===== src/rtl/fc_pkg.sv =====
// +-------------------------------------------------------------------------+
// | fc_pkg : shared types and helpers for the fully-connected sequencer     |
// | Revision: 1.0                                                           |
// +-------------------------------------------------------------------------+
`default_nettype none

package fc_pkg;

  typedef enum logic [1:0] {
    S_IDLE  = 2'd0,
    S_RUN   = 2'd1,
    S_DRAIN = 2'd2,
    S_EMIT  = 2'd3
  } state_e;

  function automatic int acc_width(input int width, input int in);
    return width * 2 + $clog2(in);
  endfunction

endpackage

`default_nettype wire


===== src/rtl/fc_sequencer_relu.sv =====
// +-------------------------------------------------------------------------+
// | relu : two-way select; y = sel ? b : a                                  |
// | Revision: 1.0                                                           |
// +-------------------------------------------------------------------------+
`default_nettype none

module relu #(
  parameter int WIDTH = 8
) (
  input  logic [WIDTH-1:0] a,
  input  logic [WIDTH-1:0] b,
  input  logic             sel,
  output logic [WIDTH-1:0] y
);

  assign y = sel ? b : a;

endmodule

`default_nettype wire


===== src/rtl/fc_sequencer.sv =====
// +-------------------------------------------------------------------------+
// | fc_sequencer : streams activations/weights through one MAC per neuron   |
// | and emits ReLU results. Optional bias load: define FC_BIAS_EN.          |
// | Revision: 1.0                                                           |
// +-------------------------------------------------------------------------+
`default_nettype none

module fc_sequencer
  import fc_pkg::*;
#(
  parameter int WIDTH = 8,
  parameter int IN    = 400,
  parameter int OUT   = 10
) (
  input  logic                                 clk,
  input  logic                                 rst,
  input  logic                                 start,
  output logic                                 busy,
  output logic                                 done,
  output logic [$clog2(IN)-1:0]                x_addr,
  input  logic [WIDTH-1:0]                     x_data,
  output logic [$clog2(IN*OUT)-1:0]            w_addr,
  input  logic [WIDTH-1:0]                     w_data,
`ifdef FC_BIAS_EN
  input  logic [2*WIDTH-1:0]                   b_data,
`endif
  output logic                                 out_valid,
  input  logic                                 out_ready,
  output logic [$clog2(OUT)-1:0]               out_idx,
  output logic [WIDTH*2+$clog2(IN)-1:0]        out_data
);

  localparam int ACC_W = WIDTH*2 + $clog2(IN);
  localparam int KW    = $clog2(IN);
  localparam int NW    = $clog2(OUT);
  localparam int AW    = $clog2(IN*OUT);
  localparam int EXT_W = ACC_W - 2*WIDTH;

  state_e           state_q, state_d;
  logic [KW-1:0]    k_q, k_d;
  logic [NW-1:0]    n_q, n_d;
  logic [ACC_W-1:0] acc_q, acc_d;

  logic signed [2*WIDTH-1:0] w_x_ext, w_w_ext, w_prod;
  logic [ACC_W-1:0]          w_prod_acc, w_acc_init;

  assign w_x_ext    = {{WIDTH{x_data[WIDTH-1]}}, x_data};
  assign w_w_ext    = {{WIDTH{w_data[WIDTH-1]}}, w_data};
  assign w_prod     = w_x_ext * w_w_ext;
  assign w_prod_acc = {{EXT_W{w_prod[2*WIDTH-1]}}, w_prod};

`ifdef FC_BIAS_EN
  assign w_acc_init = {{EXT_W{b_data[2*WIDTH-1]}}, b_data};
`else
  assign w_acc_init = '0;
`endif

  // The accumulator is (re)loaded on the first RUN cycle of each neuron so
  // that a bias derived from n always sees the neuron now being computed.
  always_comb begin
    state_d = state_q;
    k_d     = k_q;
    n_d     = n_q;
    acc_d   = acc_q;
    done    = 1'b0;
    case (state_q)
      S_IDLE: begin
        if (start) begin
          state_d = S_RUN;
          k_d     = '0;
          n_d     = '0;
          acc_d   = w_acc_init;
        end
      end
      S_RUN: begin
        if (k_q == '0) acc_d = w_acc_init;
        else           acc_d = acc_q + w_prod_acc;
        if (k_q == KW'(IN - 1)) state_d = S_DRAIN;
        else                    k_d     = k_q + 1'b1;
      end
      S_DRAIN: begin
        acc_d   = acc_q + w_prod_acc;
        state_d = S_EMIT;
      end
      S_EMIT: begin
        if (out_ready) begin
          k_d = '0;
          if (n_q == NW'(OUT - 1)) begin
            done    = ~rst;
            n_d     = '0;
            state_d = S_IDLE;
          end else begin
            n_d     = n_q + 1'b1;
            state_d = S_RUN;
          end
        end
      end
      default: state_d = S_IDLE;
    endcase
  end

  always_ff @(posedge clk) begin
    if (rst) begin
      state_q <= S_IDLE;
      k_q     <= '0;
      n_q     <= '0;
      acc_q   <= '0;
    end else begin
      state_q <= state_d;
      k_q     <= k_d;
      n_q     <= n_d;
      acc_q   <= acc_d;
    end
  end

  // Addresses hold their last RUN value through DRAIN and EMIT.
  assign busy      = (state_q != S_IDLE);
  assign out_valid = (state_q == S_EMIT);
  assign out_idx   = n_q;
  assign x_addr    = busy ? k_q : '0;
  assign w_addr    = busy ? (AW'(n_q) * AW'(IN) + AW'(k_q)) : '0;

  relu #(
    .WIDTH (ACC_W)
  ) u_relu (
    .a   (acc_q),
    .b   ({ACC_W{1'b0}}),
    .sel (acc_q[ACC_W-1]),
    .y   (out_data)
  );

endmodule

`default_nettype wire


===== config.mk =====
export PLATFORM = sky130hd
export DESIGN_NAME = fc_sequencer
export DESIGN_NICKNAME = d
export VERILOG_FILES = /design/src/rtl/fc_pkg.sv /design/src/rtl/fc_sequencer_relu.sv /design/src/rtl/fc_sequencer.sv
export SDC_FILE = /design/constraint.sdc
export NUM_CORES = 1
export LEC_CHECK = 0
export ABC_CLOCK_PERIOD_IN_PS = 8300
export CAP_MARGIN = 20
export CORE_ASPECT_RATIO = 1.4
export CORE_MARGIN = 1
export CORE_UTILIZATION = 59
export CTS_BUF_LIST = sky130_fd_sc_hd__clkbuf_4
export DETAILED_ROUTE_END_ITERATION = 7
export GPL_TIMING_DRIVEN = 0
export PLACE_DENSITY = 0.84
export REMOVE_ABC_BUFFERS = 1
export SLEW_MARGIN = 0
export SYNTH_ARGS = -nofsm -noshare
export SYNTH_HDL_FRONTEND = slang
export SYNTH_SLANG_ARGS = --single-unit

===== constraint.sdc =====
create_clock -name clk -period 8.3 [get_ports clk]
set_clock_uncertainty 0.1 [all_clocks]
set_input_delay 1.66 -clock clk [delete_from_list [all_inputs] [get_ports clk]]
set_output_delay 1.66 -clock clk [all_outputs]
set_load 0.05 [all_outputs]

After elaboration in Yosys (flattened, before gate mapping)
Cells that the tools add are included.
Widths: inputs -> output; s select.
{"block": "classes", "bitwise_logic": 1, "n_shift": 0, "eq_ne": 9, "n_div": 0, "muxes": 22, "addsub": 4, "order_cmp": 0, "n_mul": 2, "n_reduce_logical": 10}
{"op": "$pmux 25 s3", "count": 1}
{"op": "$mux 25", "count": 2}
{"op": "$mux 9", "count": 4}
{"op": "$pmux 9 s3", "count": 1}
{"op": "$add 25x25->25", "count": 1}
{"op": "$mux 24", "count": 1}
{"op": "$mul 8x8->16", "count": 1}
{"op": "$add 12x9->12", "count": 1}
{"op": "$mux 12", "count": 1}
{"op": "$mux 4", "count": 3}
{"op": "$add 9x1->9 const B", "count": 1}
{"op": "$eq 9x9->1 const B", "count": 1}
{"op": "$logic_not 9->1", "count": 1}
{"op": "$mul 4x5->8 const B", "count": 1}
{"op": "$pmux 2 s4", "count": 1}
{"op": "$pmux 4 s2", "count": 1}
{"op": "$mux 2", "count": 3}
{"op": "$ne 2x2->1 const B", "count": 3}
{"op": "$reduce_and 3->1", "count": 2}
{"op": "$reduce_bool 3->1", "count": 2}
{"op": "$add 4x1->4 const B", "count": 1}
{"op": "$eq 2x2->1 const B", "count": 2}
{"op": "$eq 4x4->1 const B", "count": 1}
{"op": "$mux 1", "count": 4}
{"op": "other kinds (7)", "count": 8}
{"block": "word_totals", "memories": 0, "inputBits": 20, "latch_bits": 0, "ff_bits": 40, "output_inout_bits": 53, "mem_bits_ro": 0, "ram_bits": 0}

Depth between registers and ports, before layout
{"block": "depth", "word_depth": 4, "depth_mapped": 27, "ltp_nobuf": 27}

By module
From an unflattened synthesis, not the netlist that was laid out.
{"block": "unflattened", "hier_cells": 726, "area_unflattened_um2": 6272.3}
{"mod": "fc_sequencer", "instances": 1, "cells_per_inst": 698, "area_each_um2": 5864.4}
{"mod": "relu", "instances": 1, "cells_per_inst": 28, "area_each_um2": 407.9}

Worst setup path before layout
No wires, ideal clock.
{"block": "synth_timing", "path_kind": "input -> register", "startpoint": "in w_data[3]", "endpoint": "reg acc_q[24]", "setup_slack_ns": 0.586, "required_time_ns": 8.137, "arrival_ns": 7.551, "cell_stages": 24, "setup_time_ns": 0.063, "cell_sequence": "and2_1 > fa_1 > inv_1 > fa_1 > inv_1 > fa_1 > inv_1 > fa_1 > inv_1 > ha_1 > and3_2 > a211oi_1 > a31oi_2 > xnor2_1 > ha_1 > buf_2 > a21o_1 > nor3_1 > a21oi_1 > a21oi_2 > a21oi_2 > or3_4 > a211oi_2 > nand3b_1"}
{"block": "synth_via", "elab_chain_cells": 4}
{"item": "start, declared", "line_no": "fc_sequencer.sv:23", "source": "input logic [WIDTH-1:0] w_data,"}
{"item": "$mul 8x8->16 *", "line_no": "fc_sequencer.sv:49", "source": "assign w_prod = w_x_ext * w_w_ext;"}
{"item": "$add 25x25->25 *", "line_no": "fc_sequencer.sv:77, fc_sequencer.sv:82"}
{"item": "$mux 25", "line_no": "fc_sequencer.sv:76", "source": "if (k_q == '0) acc_d = w_acc_init;"}
{"item": "$pmux 25 s3 *", "line_no": "fc_sequencer.sv:66", "source": "case (state_q)"}
{"item": "end signal, assigned", "line_no": "fc_sequencer.sv:107", "source": "acc_q <= '0;"}
{"item": "end signal, assigned", "line_no": "fc_sequencer.sv:112", "source": "acc_q <= acc_d;"}
{"item": "end, declared", "line_no": "fc_sequencer.sv:42", "source": "logic [ACC_W-1:0] acc_q, acc_d;"}
Mark *: on every way between the ends. The rest lies on a longest branch, timed or not.
A chain may end at the register's enable or synchronous reset.

Worst setup path after layout
{"block": "layout_timing", "startpoint": "in w_data[3]", "endpoint": "reg acc_q[23]"}
The elaborated chain is that of the path after synthesis.

==> results.json <==
{
  "holdCritPathClass": "reg2reg",
  "cts.path.max_buffers": 2,
  "maxCapViolCount": 0,
  "final_cells": 934,
  "hpwlAfterDp_mm": 11.0,
  "area_inside_the_core_boundary_mm2": 0.0100,
  "synth.area.top_cells": "sky130_fd_sc_hd__fa_1 19%, sky130_fd_sc_hd__ha_1 15%, sky130_fd_sc_hd__dfxtp_1 13%, sky130_fd_sc_hd__inv_1 7.2%, sky130_fd_sc_hd__and2_1 4.7%",
  "number_of_max_slew_violations_in_the_final_report": 0,
  "port_buffers": 71,
  "fraction_of_layout_cells_with_a_size_suffix_above_1_pct": 5.01,
  "synth_enable_flop_cells": 0,
  "gr-usage-all-layers_pct": 25.5,
  "grt_first_pass_wirelength_mm": 22.1,
  "clock_sinks": 40,
  "leakage_nw": 3.33,
  "die_y_um": 123,
  "grt_max_degree": 28,
  "dp_slack_ns": -0.703,
  "dominantRegCellSynth": "sky130_fd_sc_hd__dfxtp_1",
  "routabilityCongestion": 0.865,
  "area.growth.synth_to_final_pct": 14.8,
  "share_of_flip_flops_with_an_asynchronous_set_or_reset_after_synthesis_pct": 0,
  "drc_errors": 2,
  "ctsHoldBuffers": 0,
  "tightestPinTransition_ns": 1.01,
  "cp_data_arrival_time_ns": 8.09,
  "final.period_utilization_pct": 95.5,
  "timing_worst_setup_path_type": "in2reg",
  "violations": "DRC",
  "post-synth-top-area-cell": "sky130_fd_sc_hd__fa_1",
  "r2r_cell_count": 10,
  "ir_drop_mv": 0.278,
  "dieArea_mm2": 0.0108,
  "detail_route.vias_per_cell": 5.52,
  "synth_cell_types": 70,
  "first_global_vias": 5279,
  "end_kind": "flip-flop",
  "crit_fanout": 8,
  "holdWs_ns": 0.387,
  "io_pins": 73,
  "die_w_um": 88.2,
  "ctsRootBufferMaster": "sky130_fd_sc_hd__clkbuf_4",
  "synth.avg_cell_area_um2": 8.39,
  "synth_area_mm2": 0.00614,
  "drt-pass1-iter-count": 7,
  "outcome": "finished, violations left",
  "start_util_pct": 61.4,
  "critPathLaunch": "w_data[3]",
  "setup_tns_ns": 0,
  "cts-buffers-inserted": 5,
  "vias": 5158,
  "drt.antenna.violating_nets": 0,
  "wl_per_cell_um": 13.9,
  "crit-reg2reg-capture": "acc_q[22]",
  "cts_tree": "done",
  "finish.net_count": 950,
  "synth-warning-count": 0,
  "hold_start": "acc_q[15]",
  "post-synth-top-area-fraction_pct": 18.9,
  "total_congestion_overflow_after_global_routing": 0,
  "worst_slew_margin_rel_pct": 32.3,
  "drt_first_iter_violations": 220,
  "placement_rows": 43,
  "finalHoldViolations": 0,
  "post-route-min-period_ns": 7.93,
  "ys_ff_latch": 40,
  "regToRegStartpoint": "state_q[0]",
  "setup_repair_after_global_routing_missed_its_margin": "no",
  "cp.required_ns": 8.46,
  "worstSkewPairLatency_ns": 0.39,
  "fmax_ghz": 0.126,
  "grt_antenna_before_repair": 1,
  "worst_setup_path_start_kind": "input port",
  "reg2reg_slack_ns": 4.76,
  "setup_slack_ns": 0.372,
  "register_area_share_after_synthesis_pct": 13.0,
  "cts.htree.levels": 2,
  "clkTransAtPathRegs_ns": 0.15,
  "placed_cells": 922,
  "power.density_mw_per_mm2": 353,
  "crit_end": "acc_q[23]",
  "synthesis.instances": 732,
  "setup-violations-final": 0,
  "wirelength_mm": 13.0
}
state kept, by name, summed over array words and instances, names as in the netlist:
| register | flops |
|---|---|
| acc_q | 25 |
| k_q | 9 |
| out_idx | 4 |
| state_q | 2 |
final cells by class:
class                   instances  area, µm²
multi-input cells             558       4830
fillers                       818       2960
flip-flops and latches         40        801
repair buffers                 75        747
inverters                     117        439
well taps                     135        169
clock buffers                   5       37.5
clock inverters                 3       18.8
diodes                          1       2.50
Yosys cell counts (3+ instances only):
| cell | number |
|---|---|
| sky130_fd_sc_hd__buf_4 | 5 |
| sky130_fd_sc_hd__ha_1 | 75 |
| sky130_fd_sc_hd__o21ai_0 | 18 |
| sky130_fd_sc_hd__nand2b_1 | 7 |
| sky130_fd_sc_hd__or3_1 | 8 |
| sky130_fd_sc_hd__a211oi_1 | 3 |
| sky130_fd_sc_hd__and2_1 | 46 |
| sky130_fd_sc_hd__mux2i_1 | 4 |
| sky130_fd_sc_hd__clkbuf_1 | 9 |
| sky130_fd_sc_hd__xor2_1 | 13 |
| sky130_fd_sc_hd__inv_1 | 117 |
| sky130_fd_sc_hd__nor2b_1 | 43 |
| sky130_fd_sc_hd__fa_1 | 58 |
| sky130_fd_sc_hd__nand3_1 | 9 |
| sky130_fd_sc_hd__o21bai_1 | 8 |
| sky130_fd_sc_hd__a21o_1 | 17 |
| sky130_fd_sc_hd__nand4_1 | 5 |
| sky130_fd_sc_hd__o21ai_1 | 5 |
| sky130_fd_sc_hd__nor2_1 | 54 |
| sky130_fd_sc_hd__a21oi_1 | 32 |
| sky130_fd_sc_hd__nand2_1 | 35 |
| sky130_fd_sc_hd__a21oi_2 | 7 |
| sky130_fd_sc_hd__and3_1 | 4 |
| sky130_fd_sc_hd__a31oi_1 | 3 |
| sky130_fd_sc_hd__xnor2_1 | 30 |
| sky130_fd_sc_hd__and4_1 | 3 |
| sky130_fd_sc_hd__nor3_1 | 9 |
| sky130_fd_sc_hd__a22oi_1 | 14 |
| sky130_fd_sc_hd__dfxtp_1 | 40 |
layout by cell type (no fill, tap or decap), types with 9 or more instances in the layout:
master,n
sky130_fd_sc_hd__a21o_1,17
sky130_fd_sc_hd__a21oi_1,32
sky130_fd_sc_hd__a22oi_1,14
sky130_fd_sc_hd__and2_1,46
sky130_fd_sc_hd__clkdlybuf4s50_1,70
sky130_fd_sc_hd__dfxtp_1,40
sky130_fd_sc_hd__fa_1,58
sky130_fd_sc_hd__ha_1,75
sky130_fd_sc_hd__inv_1,117
sky130_fd_sc_hd__nand2_1,35
sky130_fd_sc_hd__nand3_1,9
sky130_fd_sc_hd__nor2_1,54
sky130_fd_sc_hd__nor2b_1,43
sky130_fd_sc_hd__nor3_1,9
sky130_fd_sc_hd__o21ai_0,18
sky130_fd_sc_hd__xnor2_1,29
sky130_fd_sc_hd__xor2_1,13
worst max-delay path, cell delays in order:
cell and delay, ns:
sky130_fd_sc_hd__clkdlybuf4s50_1 0.55, sky130_fd_sc_hd__and2_1 0.27, sky130_fd_sc_hd__fa_1 0.62, sky130_fd_sc_hd__inv_1 0.16, sky130_fd_sc_hd__fa_1 0.56, sky130_fd_sc_hd__inv_1 0.05
sky130_fd_sc_hd__fa_1 0.52, sky130_fd_sc_hd__inv_1 0.05, sky130_fd_sc_hd__fa_1 0.53, sky130_fd_sc_hd__inv_1 0.04, sky130_fd_sc_hd__ha_1 0.34, sky130_fd_sc_hd__and3_2 0.19
sky130_fd_sc_hd__a211oi_1 0.33, sky130_fd_sc_hd__a31oi_2 0.21, sky130_fd_sc_hd__xnor2_4 0.17, sky130_fd_sc_hd__buf_4 0.19, sky130_fd_sc_hd__ha_1 0.39, sky130_fd_sc_hd__nand3_1 0.11
sky130_fd_sc_hd__nor2_1 0.15, sky130_fd_sc_hd__and4_1 0.22, sky130_fd_sc_hd__a221oi_2 0.06, sky130_fd_sc_hd__buf_4 0.16, sky130_fd_sc_hd__o41ai_2 0.30, sky130_fd_sc_hd__xnor2_1 0.15
sky130_fd_sc_hd__o21ai_0 0.08
power by group:
| part | leakage [nW] | internal (mW) | switching [mW] |
|---|---|---|---|
| Clock | 0.0349 | 0.0326 | 0.0745 |
| Sequential | 0.323 | 0.212 | 0.0249 |
| Combinational | 2.98 | 0.868 | 1.28 |
| Total | 3.33 | 1.11 | 1.37 |
through the flow:
| step | util, % | cell area, µm² | total power [mW] |
|---|---|---|---|
| 3_3_place_gp | 69.3 | 6930 | 2.21 |
| 6_report | 70.4 | 7050 | 2.49 |
| 2_1_floorplan | - | 6050 | 1.89 |
| 4_1_cts | 70.0 | 7010 | 2.42 |
| 5_1_grt | 70.4 | 7050 | 2.75 |
| 3_5_place_dp | 69.4 | 6950 | 2.29 |
worst min-delay path by stage:
stage / to / cells past startpoint
final: acc_q[15] / 2
after global routing: acc_q[18] / 2
after CTS: acc_q[15] / 2
after detailed placement: acc_q[15] / 2
after global placement: acc_q[15] / 2
after floorplan: acc_q[15] / 2
repair_timing:
item / in CTS / in global routing
endpoints found under the setup margin: 6 / 6
resized for setup: 1 / 2
setup buffers: 0 / 3
pin swaps: 0 / 2
kinds of logic after synthesis:
| kind of cell | Yosys count | share of synthesized area [%] |
|---|---|---|
| AO/OA/AOI/OAI | 136 | 15.9 |
| flip-flops | 40 | 13.0 |
| buffers and inverters | 134 | 8.54 |
| adder cells (fa/ha/maj) | 133 | 34.2 |
| XOR/XNOR | 43 | 6.13 |
| multiplexers | 5 | 0.836 |
| other | 1 | 0.0611 |
| AND/OR/NAND/NOR | 240 | 21.3 |
metal layers:
layer / vias to the layer above / global-route usage [%] / part of all wire (%)
li1: 2537 / - / -
met1: 2480 / 27.2 / 40
met2: 117 / 50.6 / 55
met3: 24 / 2.42 / 2.9
met4: 0 / 8.67 / 2.0
met5: - / 0 / 0
(Power assumes the default switching activity.)
